--- config.mk ---
export PLATFORM = sky130hd
export DESIGN_NAME = adder_rr_arbiter
export DESIGN_NICKNAME = d
export VERILOG_FILES = /design/src/rtl/adder_rr_arbiter.sv
export SDC_FILE = /design/constraint.sdc
export NUM_CORES = 1
export LEC_CHECK = 0
export CORE_MARGIN = 4
export CORE_UTILIZATION = 39
export DETAILED_ROUTE_END_ITERATION = 12
export MAX_ROUTING_LAYER = met4
export PLACE_DENSITY = 0.78
export SETUP_SLACK_MARGIN = 0.05
export SKIP_CTS_REPAIR_TIMING = 1
export SLEW_MARGIN = 20
export SYNTH_ARGS = -nofsm -noshare
export SYNTH_HDL_FRONTEND = slang
export SYNTH_SLANG_ARGS = --single-unit
--- constraint.sdc ---
create_clock -name wb_clk_i -period 2.5 [get_ports wb_clk_i]
set_input_delay 0.625 -clock wb_clk_i [delete_from_list [all_inputs] [get_ports wb_clk_i]]
set_output_delay 0.625 -clock wb_clk_i [all_outputs]
set_load 0.01 [all_outputs]
--- src/rtl/adder_rr_arbiter.sv ---
// Shares one registered adder among NREQ requesters using a round-robin arbiter.
// Each result is returned in a single-entry output register tagged with the requester index.
module adder_rr_arbiter #(
  parameter int NREQ  = 4,
  parameter int IDW   = 2,
  parameter int WIDTH = 2,
  parameter int CNTW  = 16
) (
  input  logic                  wb_clk_i,
  input  logic                  wb_rst_i,
  input  logic [NREQ-1:0]       req_valid,
  output logic [NREQ-1:0]       req_ready,
  input  logic [NREQ*WIDTH-1:0] req_a,
  input  logic [NREQ*WIDTH-1:0] req_b,
  output logic                  res_valid,
  input  logic                  res_ready,
  output logic [WIDTH:0]        res_sum,
  output logic [IDW-1:0]        res_id,
  output logic [CNTW-1:0]       done_cnt
);

  typedef enum logic {EMPTY = 1'b0, FULL = 1'b1} state_t;

  state_t          state, state_nx;
  logic [IDW-1:0]  ptr, grant, idx;
  logic            found, can_accept, accept, drain;
  logic [WIDTH-1:0] a_g, b_g;

  // Search starts one past the last winner; IDW-bit add wraps modulo NREQ.
  always_comb begin
    found = 1'b0;
    grant = '0;
    idx   = '0;
    for (int k = 1; k <= NREQ; k++) begin
      idx = ptr + IDW'(k);
      if (!found && req_valid[idx]) begin
        found = 1'b1;
        grant = idx;
      end
    end
  end

  assign can_accept = !res_valid || res_ready;
  assign accept     = !wb_rst_i && found && can_accept;
  assign drain      = res_valid && res_ready;
  assign a_g        = req_a[int'(grant)*WIDTH +: WIDTH];
  assign b_g        = req_b[int'(grant)*WIDTH +: WIDTH];

  always_comb begin
    req_ready = '0;
    if (accept) req_ready[grant] = 1'b1;
  end

  // State register plus the datapath registers it qualifies.
  always_ff @(posedge wb_clk_i) begin
    if (wb_rst_i) begin
      state    <= EMPTY;
      res_sum  <= '0;
      res_id   <= '0;
      done_cnt <= '0;
      ptr      <= IDW'(NREQ-1);
    end else begin
      state <= state_nx;
      if (accept) begin
        res_sum <= {1'b0, a_g} + {1'b0, b_g};
        res_id  <= grant;
        ptr     <= grant;
      end
      if (drain) done_cnt <= done_cnt + CNTW'(1);
    end
  end

  always_comb begin
    state_nx = state;
    case (state)
      EMPTY: if (accept) state_nx = FULL;
      FULL:  if (drain && !accept) state_nx = EMPTY;
      default: state_nx = EMPTY;
    endcase
  end

  always_comb begin
    res_valid = (state == FULL);
  end

endmodule

### Yosys cells after proc, flatten, opt, wreduce, memory -nomap -nowiden

Cells that the tools add are included.

* bits in registers: 24
* input port bits: 23
* output and inout port bits: 26

* $add $sub $neg: 5
* magnitude comparators: 6
* shift-type cells: 2
* mux-type cells: 22
* bitwise logic cells: 1
* reduce and logical (&&, ||, !) cells: 15

Operators by type and width (number)
* $add 16x1->16 const B: 1
* $shiftx 8x4->2: 2
* $lt 2x3->1 const B: 5
* $mux 1: 11
* $bmux 1 s2: 4
* $logic_and 1x1->1: 8
* $mux 2: 4
* $logic_not 1->1: 6
* $add 2x2->2 const B: 2
* $mux 4: 1
* $add 2x2->3: 1
* $add 2x1->2 const B: 1
* $demux 1 s2: 1
* $ge 2x1->1 const B: 1
* $pmux 1 s2: 1
* $logic_or 1x1->1: 1
* $not 1->1: 1

### Logic depth before layout (Yosys ltp)

Gate-level depths: netlist (run 1).

* word-level depth: 19
* mapped depth: 10
* gate-level depth less buffers: 8

### Worst setup path after synthesis (run 1)

OpenSTA, ideal clock, no wires.

* kind: input-to-reg
* start point: input req_valid[0]
* end point: register res_sum[1]
* library setup time: 0.131 ns
* arrival time: 2.275 ns
* data required time: 2.369 ns
* slack: 0.094 ns
* cell stages on the path: 9
* path buffers: 1
* cells stage by stage: a21o_1 a31oi_1 buf_2 mux2i_1 mux2i_1 ha_1 fa_1 nand2_1 o21ai_0

* cells in the longest elaborated chain, start to end: 14
* elaborated cells on any way between the ends: 27

RTL lines
* start, declared: line 11 `input logic [NREQ-1:0] req_valid,`
* $bmux 1 s2: line 36 `if (!found && req_valid[idx]) begin`
* $mux 1 (not written as such): line 36
* $mux 1: line 36
* $logic_not 1->1: line 36
* $logic_and 1x1->1: line 36
* $mux 1: line 36
* $logic_not 1->1: line 36
* $logic_and 1x1->1: line 36
* $mux 1: line 36
* $logic_not 1->1: line 36
* $logic_and 1x1->1: line 36
* $mux 2 or $mux 1 (tied branches): line 36
* $shiftx 8x4->2 (tied with other cells): line 46 `assign a_g = req_a[int'(grant)*WIDTH +: WIDTH];`
* $add 2x2->3 or $logic_and 1x1->1 (tied branches): line 65, 44
* end signal, assigned: line 65 `res_sum <= {1'b0, a_g} + {1'b0, b_g};`
* end, declared: line 17 `output logic [WIDTH:0] res_sum,`

Several ways; a longest one is shown, not always the timed one. The select of a mux whose other input is x is not followed.
A chain may end at the register's enable or synchronous reset.

### Final worst setup path (run 1)

* start point: input wb_rst_i
* end point: output req_ready[3]

* cells in the longest elaborated chain, start to end: 4

RTL lines
* start, declared: line 10 `input logic wb_rst_i,`
* $logic_not 1->1: line 44 `assign accept = !wb_rst_i && found && can_accept;`
* $logic_and 1x1->1 (2 in a row): line 44
* $mux 4: line 51 `if (accept) req_ready[grant] = 1'b1;`
* end, declared: line 12 `output logic [NREQ-1:0] req_ready,`

Every way passes these cells.

==> summary by stage, run 1 <==
Yosys
The post-synthesis cell area is 1270 um^2. The number of enable-type register cells in the synthesized netlist is 0. The register bit count reported by yosys is 24.

The async set or reset register ratio after synthesis is 0%. The count of unique library cells instantiated by Yosys is 37. The most used flip-flop cell after synthesis is sky130_fd_sc_hd__dfxtp_1. In this run the mean area of a mapped cell was 8.56 um^2. Summing the sequential cell areas from Yosys gives between 30% and 40% of the chip area. For this run, the number of Yosys warnings is 0. Synthesis produced a netlist whose cell count is 148. The number of nets produced by synthesis is 174.

Timing
For this run, the top clock speed supported by timing is 0.412 GHz. Setup violations remaining at the end of the flow were counted as 0. The portion of the clock cycle consumed by the worst path in the final layout is 97.2%. The number of failing hold endpoints at the final stage is 0. For the pin with the worst max-slew slack, the measured transition is 0.387 ns. The post-route minimum period is 2.43 ns. The final clock skew is between 0.009 and 0.01 ns. Measured against its own limit, the worst slew margin works out to 74.0%. The max-slew violation count is 0.

Job
The tool flagged a number of max-cap violations equal to 0.

CTS
The clock sink count is 24. The total clock buffers created by CTS is 3. At the later pin of the worst-skew pair, clock insertion delay measures 0.32 ns. After clock tree synthesis, the clock-pin slew on the worst setup and hold paths is roughly 0.13 ns. CTS built an H-tree with a depth of 1.

The TritonCTS clock tree is yes. The number of buffers between clock root and the deepest sink is 2. The master cell of the clock root buffer is sky130_fd_sc_hd__clkbuf_4.

Hold path
The startpoint identified for the worst hold timing path is res_id[1]. For hold timing, the worst endpoint is res_id[1]. The path type of the worst min-delay path is flop to flop. The number of instances on the worst hold path is 2.

Place
Routability-driven placement finished with a final weighted congestion of 0.784. After legalization and detailed placement, the total HPWL measured 2540 um. The area after detailed placement is ~1900 um^2. During placement, the flow inserted port buffers numbering between 40 and 50.

Global route
The total global-route track usage is 15.8%. The first global-routing pass estimated between 5000 and 6000 um of wire. Entering global routing, the biggest net connects 26 pins. For this run the aggregate overflow at the end of global routing stands at 0. The via count of the first global-routing pass is approximately 1,300. The initial antenna violation count was 0.

Setup path
The worst register-to-register path has a depth of 10. The kind of launch point of the worst setup path is a primary input. STA classifies the critical path endpoint as a primary output. The critical-path maximum fanout is 5. The type of the setup path with the least slack is primary input to primary output.

The reg-to-reg critical path startpoint is ptr[0]. The worst endpoint data arrival time is 1.80 ns. The register-to-register setup slack is 0.27 ns. Data on the critical path is required at its endpoint by 1.88 ns. The endpoint identified for the worst register-to-register timing path is res_sum[1].

Layout
0 antenna diodes ended up in the layout. The growth of design area from synthesis to finish is 57.3%. The end-of-flow core utilization is 64.8%. In the final layout, the share of cells above drive strength 1 is between 10% and 20%.

The post-layout net count is around 240. After routing the design area is 1990 um^2.

Power and ir drop
Overall power consumption after layout is estimated at around 1 mW. The standby leakage power is 0.822 nW. The total power density per cell area is between 500 and 600 nW/um^2. The maximum VDD drop is 390 uV.

Floorplan
Once the floorplan was initialized, standard cells occupied 41.2% of the core. The floorplan step defined a die boundary enclosing 4230 um^2. The vertical die dimension is 65.0 um. The core outline area is 3080 um^2. For this design the top-level I/O count stands at 49. The floorplan has 20 rows.

The x dimension of the die is 65.0 um.

Status
The flow ran to the end, and the final reports show no timing, DRC or antenna violations.

Routing
The first detailed-routing pass took 4 iterations. Dividing the detail-routed via count by the number of cells gives 5.08. The total number of vias is 1,281. The routed length per instance is 13.6 um.

The detail route stage leaves a number of antenna-violating nets equal to 0. The remaining design rule violation count is 0. The violation count after the first detailed-routing iteration is 30. The overall routed net length is 3440 um.
==> registers in the layout, indices dropped and copies added, names as in the netlist <==
register / flops
res_valid: 1
ptr: 2
done_cnt: 16
res_sum: 3
res_id: 2
==> report_power, final <==
part	switching [mW]	internal, mW	total, mW	leakage [nW]
clock	0.118	0.162	0.280	0.0279
sequential	0.0188	0.408	0.426	0.195
combinational	0.121	0.170	0.291	0.598
==> cells in the mapped netlist (4+ instances only) <==
| master | number | share of area, % |
|---|---|---|
| sky130_fd_sc_hd__xnor2_1 | 7 | 4.8 |
| sky130_fd_sc_hd__nor4_1 | 4 | 2.0 |
| sky130_fd_sc_hd__nand2_1 | 10 | 3.0 |
| sky130_fd_sc_hd__nor2_1 | 15 | 4.4 |
| sky130_fd_sc_hd__nand3_1 | 7 | 2.8 |
| sky130_fd_sc_hd__nand2b_1 | 6 | 3.0 |
| sky130_fd_sc_hd__mux2i_1 | 13 | 10 |
| sky130_fd_sc_hd__or3_1 | 4 | 2.0 |
| sky130_fd_sc_hd__clkbuf_1 | 6 | 1.8 |
| sky130_fd_sc_hd__a21oi_1 | 10 | 3.9 |
| sky130_fd_sc_hd__dfxtp_1 | 24 | 38 |
| sky130_fd_sc_hd__o21ai_0 | 8 | 3.2 |
| sky130_fd_sc_hd__nor3_1 | 4 | 1.6 |
==> critical path: stages <==
cell and delay [ns]:
sky130_fd_sc_hd__clkdlybuf4s50_1 0.46, sky130_fd_sc_hd__nor3b_2 0.21, sky130_fd_sc_hd__buf_4 0.15, sky130_fd_sc_hd__nand2_1 0.09
sky130_fd_sc_hd__nor2_2 0.12, sky130_fd_sc_hd__clkbuf_2 0.15
==> cells by family (layout without fill, tap and decap cells) <==
logic type	Yosys count	in the layout	share of synthesized area, %
simple gates	65	65	27.6
flops	24	24	37.9
compound gates	23	23	10.4
mux	14	14	11.2
buf+inv	10	70	3.16
xor+xnor	9	9	6.22
fa+ha+maj	3	3	3.55
==> metal layers <==
layer	global-route usage (%)	part of all wire [%]	up-vias
met5	-	0	-
met2	28.5	52	34
met1	18.3	44	603
met4	3.69	1.3	0
met3	2.60	3.2	6
li1	-	-	638
==> how the worst max path moves through the flow <==
stage,cells past startpoint,endpoint,start
after detailed placement,6,req_ready[3],req_valid[1]
after floorplan,9,res_sum[1],req_valid[0]
final,6,req_ready[3],wb_rst_i
after global routing,6,req_ready[2],req_valid[3]
after global placement,6,req_ready[0],req_valid[1]
after CTS,6,req_ready[3],req_valid[1]
==> through the flow <==
| stage | setup TNS (ns) | setup WS [ns] | instances | hold slack (ns) |
|---|---|---|---|---|
| after detailed placement | -3.23 | -0.561 | 246 | 0.467 |
| after CTS | -2.30 | -0.558 | 250 | 0.488 |
| after global routing | -0.0450 | -0.0332 | 252 | 0.519 |
| after floorplan | 0 | 0.0940 | 148 | 0.493 |
| final | 0 | 0.0701 | 252 | 0.482 |
| after global placement | -2.46 | -0.452 | 246 | 0.460 |
==> layout by cell type, fill, tap and decap left out, types with 2 or more instances in the layout <==
cell,n
sky130_fd_sc_hd__nand3_1,7
sky130_fd_sc_hd__clkbuf_2,2
sky130_fd_sc_hd__dlymetal6s2s_1,7
sky130_fd_sc_hd__nand2b_1,6
sky130_fd_sc_hd__or3_1,4
sky130_fd_sc_hd__clkbuf_4,3
sky130_fd_sc_hd__dfxtp_1,23
sky130_fd_sc_hd__xor2_1,2
sky130_fd_sc_hd__o21ai_0,8
sky130_fd_sc_hd__buf_4,15
sky130_fd_sc_hd__nor3_1,4
sky130_fd_sc_hd__a21oi_1,10
sky130_fd_sc_hd__mux2i_1,11
sky130_fd_sc_hd__ha_1,2
sky130_fd_sc_hd__nand2_1,10
sky130_fd_sc_hd__xnor2_1,7
sky130_fd_sc_hd__nand4_1,2
sky130_fd_sc_hd__nor2_1,14
sky130_fd_sc_hd__mux2i_2,2
sky130_fd_sc_hd__nor4_1,3
sky130_fd_sc_hd__clkdlybuf4s50_1,39
sky130_fd_sc_hd__inv_1,2
==> cell type report <==
type                            instances  area [um^2]
Fill cell                             261         1080
Clock inverter                          1         30.0
Inverter                                2         7.51
Multi-Input combinational cell        114          776
Timing Repair Buffer                   64          621
Tap cell                               44         55.1
Clock buffer                            3         22.5
Sequential cell                        24          482
(Power assumes the default switching activity.)
==> inputs of run 2 (changes only) <==
==> constraint.sdc (replaced) <==
create_clock -name wb_clk_i -period 2.5 [get_ports wb_clk_i]
set_input_delay 0.625 -clock wb_clk_i [delete_from_list [all_inputs] [get_ports wb_clk_i]]
set_output_delay 0.625 -clock wb_clk_i [all_outputs]
set_load 0.02 [all_outputs]
==> run 2 against run 1 <==
Setup slack improved by 0.028 ns. Sequential share of layout area is 0.26 points higher. Sequential power barely moved. First-iteration DRC count is 100% higher. Flip-flop and latch count is the same. Fmax up 1.2%. Wire length fell by 5.8%. Die area unchanged. Largest cell class unchanged. Global-route usage up 0.29 points. Critical path depth unchanged. Final cell count is 1.6% higher. Combinational power hardly changed.
==> summary by stage, run 2 (same netlist as run 1, synthesis figures left out) <==
Layout
0 antenna diodes ended up in the layout. The post-layout net count is roughly 240. The count of filler cells inserted in the layout is around 250. The largest registers in the layout are done_cnt: 16 flops, res_sum: 3 flops. The layout cell share with drive strength beyond 1 is 17.5%. The library cells used most frequently in the layout, excluding fill and tap cells, are sky130_fd_sc_hd__clkdlybuf4s50_1 (39), sky130_fd_sc_hd__dfxtp_1 (24), sky130_fd_sc_hd__buf_4 (19).

The number of flip-flops under the largest register name is 16. The largest register by flop count is done_cnt. The growth of design area from synthesis to finish is 55.2%. The most frequent standard cell in the layout excluding fill and tap cells is sky130_fd_sc_hd__clkdlybuf4s50_1. The number of standard cells in the final layout excluding fillers is 256.

Hold path
The worst hold path passes through 2 cells. The min-delay analysis places its worst path in the category flop to flop.

Global route
The overflow left after global routing is 0. The wire length of the first global-routing pass is 5380 um. Entering global routing, the biggest net connects 26 pins.

The via count of the first global-routing pass was 1,242. The total global-route track usage is between 10% and 20%. The initial antenna violation count is 0.

Timing
Setup repair after global routing left no endpoint under its margin. For the pin with the worst max-slew slack, the measured transition is between 0.3 and 0.4 ns. The routed design could run at a clock period as short as 2.40 ns. Between clock sinks in the finished design, the worst skew comes to about 0.0059 ns. The final critical path takes up between 90% and 100% of the cycle. Setup violations remaining at the end of the flow were counted as 0. The max-slew violation count is 0. Headroom to the max-slew limit came out at 75.9%. Hold timing on the final database bottoms out at a slack of 0.482 ns. The number of failing hold endpoints at the final stage is 0.

Adding up every negative setup slack in the final design gives 0 ns. The timing-limited maximum frequency is 0.416 GHz. Setup slack closes at 0.0980 ns.

Routing
The overall routed net length is 3240 um. In the routed layout, each cell is associated on average with a via count of 4.94. The detailed-routing iteration count for the pre-antenna-repair pass is 4.

The violation count after the first detailed-routing iteration is approximately 60. In this run the top signal layer used is met4. The sum of met2 wire segment lengths after detailed routing is 1650 um. Dividing the detail-routed wire length by the instance count gives ~13 um. The detailed-routed wire length on met3 is 102 um. In the routed design, unresolved DRC markers number 0. The post-detailed-route count of antenna-violating nets is 0. The total number of vias is 1,264. For this block, wires on met1 add up to 1460 um.

Setup path
The worst setup path is launched from a primary input. The kind of end point of the critical path is a primary output. Of all nets on the critical path, the largest fanout is 6. The length in cells of the worst reg-to-reg path is 10. The type of the setup path with the least slack is primary input to primary output. At the worst endpoint, the arrival time is 1.78 ns. STA puts the critical path data required time at 1.88 ns.

Job
The max-capacitance violation count is 0.

Power and ir drop
Power spread over the standard cell area amounts to 467 nW/um^2. Internal power comes to between 0.6 and 0.7 mW. Summed over all nets, the switching power comes to 0.261 mW. The standby leakage power is 0.800 nW. The maximum VDD drop is 324 uV. The switching share of total power is 28.4%. The combinational share of power is 32.0%. The sequential share of power is between 40% and 50%.

Of the total power, the clock network draws 21.7%.

Place
Detailed placement finished with a half-perimeter wire length of 2490 um. In this run the tool buffered the top-level ports with 48 buffer cells. Counting tap cells, the placed design contains a total of 249 instances. Timing analysis after detailed placement gives a worst setup slack of -0.604 ns.

The congestion estimate from routability-driven global placement came to between 0.7 and 0.8.

Floorplan
The floorplan step set the die height to 65.0 um. The placement row count is 20. The x dimension of the die is 65.0 um. The floorplan step defined a die boundary enclosing 4230 um^2.

In this run the standard cell core region covers 3080 um^2. just under 50 I/O pins were placed. The starting density of the core is roughly 41%.

Status
The flow ran to the end, and the final reports show no timing, DRC or antenna violations.

CTS
The longest clock path from root to sink contains 2 buffers. TritonCTS built the clock tree. The clock-pin transition on the worst setup and hold timing paths is 0.13 ns.

The clock sink count is 24. Clock tree synthesis inserted a total of 3 buffers. The root buffer cell chosen for the clock tree is sky130_fd_sc_hd__clkbuf_4.

For the worst-skew pair, the clock arrives at the later sink with an insertion delay of 0.31 ns. The maximum level of the CTS H-tree is 1.
run 2: path summary, 6_finish.rpt:
kind	start	to	slack [ns]
min	res_id[1]	res_id[1]	0.48
max reg2reg	ptr[1]	res_sum[1]	0.27
max	wb_rst_i	req_ready[3]	0.1
min reg2reg	res_id[1]	res_id[1]	0.48
run 2: per-layer routing:
layer / vias to the layer above / global-route usage, %
met5: - / -
met4: 0 / 3.96
met3: 2 / 3.29
met2: 21 / 27.7
met1: 590 / 19.2
li1: 651 / -
run 2: final cells by class:
cell class                      count  area, um^2  area share [%]
Multi-Input combinational cell    114         761            38.7
Clock buffer                        4        36.3            1.84
Sequential cell                    24         480            24.4
Timing Repair Buffer               68         627            31.9
Inverter                            2        7.51           0.382
Tap cell                           44        55.1            2.80
run 2: worst max-delay path, stage by stage:
cell and delay (ns):
sky130_fd_sc_hd__clkdlybuf4s50_1 0.46, sky130_fd_sc_hd__nor3b_2 0.19, sky130_fd_sc_hd__buf_4 0.15, sky130_fd_sc_hd__nand2_1 0.07, sky130_fd_sc_hd__nor2_1 0.10, sky130_fd_sc_hd__buf_2 0.18
run 2: metrics by stage:
stage | util [%] | power, mW | instance area, um^2
finish | 63.9 | 0.919 | 1970
global route | 63.9 | 0.975 | 1970
CTS | 63.0 | 0.923 | 1940
detailed placement | 61.8 | 0.720 | 1900
global placement | 61.8 | 0.714 | 1900
floorplan | - | 0.582 | 1270
run 2: power by group through the flow:
stage / Combinational, mW / Sequential, mW / Clock (mW)
6_report: 0.294 / 0.425 / 0.200
3_3_place_gp: 0.281 / 0.433 / 0
4_1_cts: 0.288 / 0.425 / 0.209
3_5_place_dp: 0.286 / 0.434 / 0
5_1_grt: 0.321 / 0.430 / 0.225
2_1_floorplan: 0.129 / 0.453 / 0
==> inputs of run 3 (changes only) <==
--- a/config.mk
+++ b/config.mk
@@ -7,7 +7,9 @@
 export LEC_CHECK = 0
 export CORE_MARGIN = 4
 export CORE_UTILIZATION = 39
+export CTS_CLUSTER_DIAMETER = 40
 export DETAILED_ROUTE_END_ITERATION = 12
+export GPL_ROUTABILITY_DRIVEN = 0
 export MAX_ROUTING_LAYER = met4
 export PLACE_DENSITY = 0.78
 export SETUP_SLACK_MARGIN = 0.05
==> results of run 3 <==
The final DEF is identical to that of run 2; final timing and power are the same.
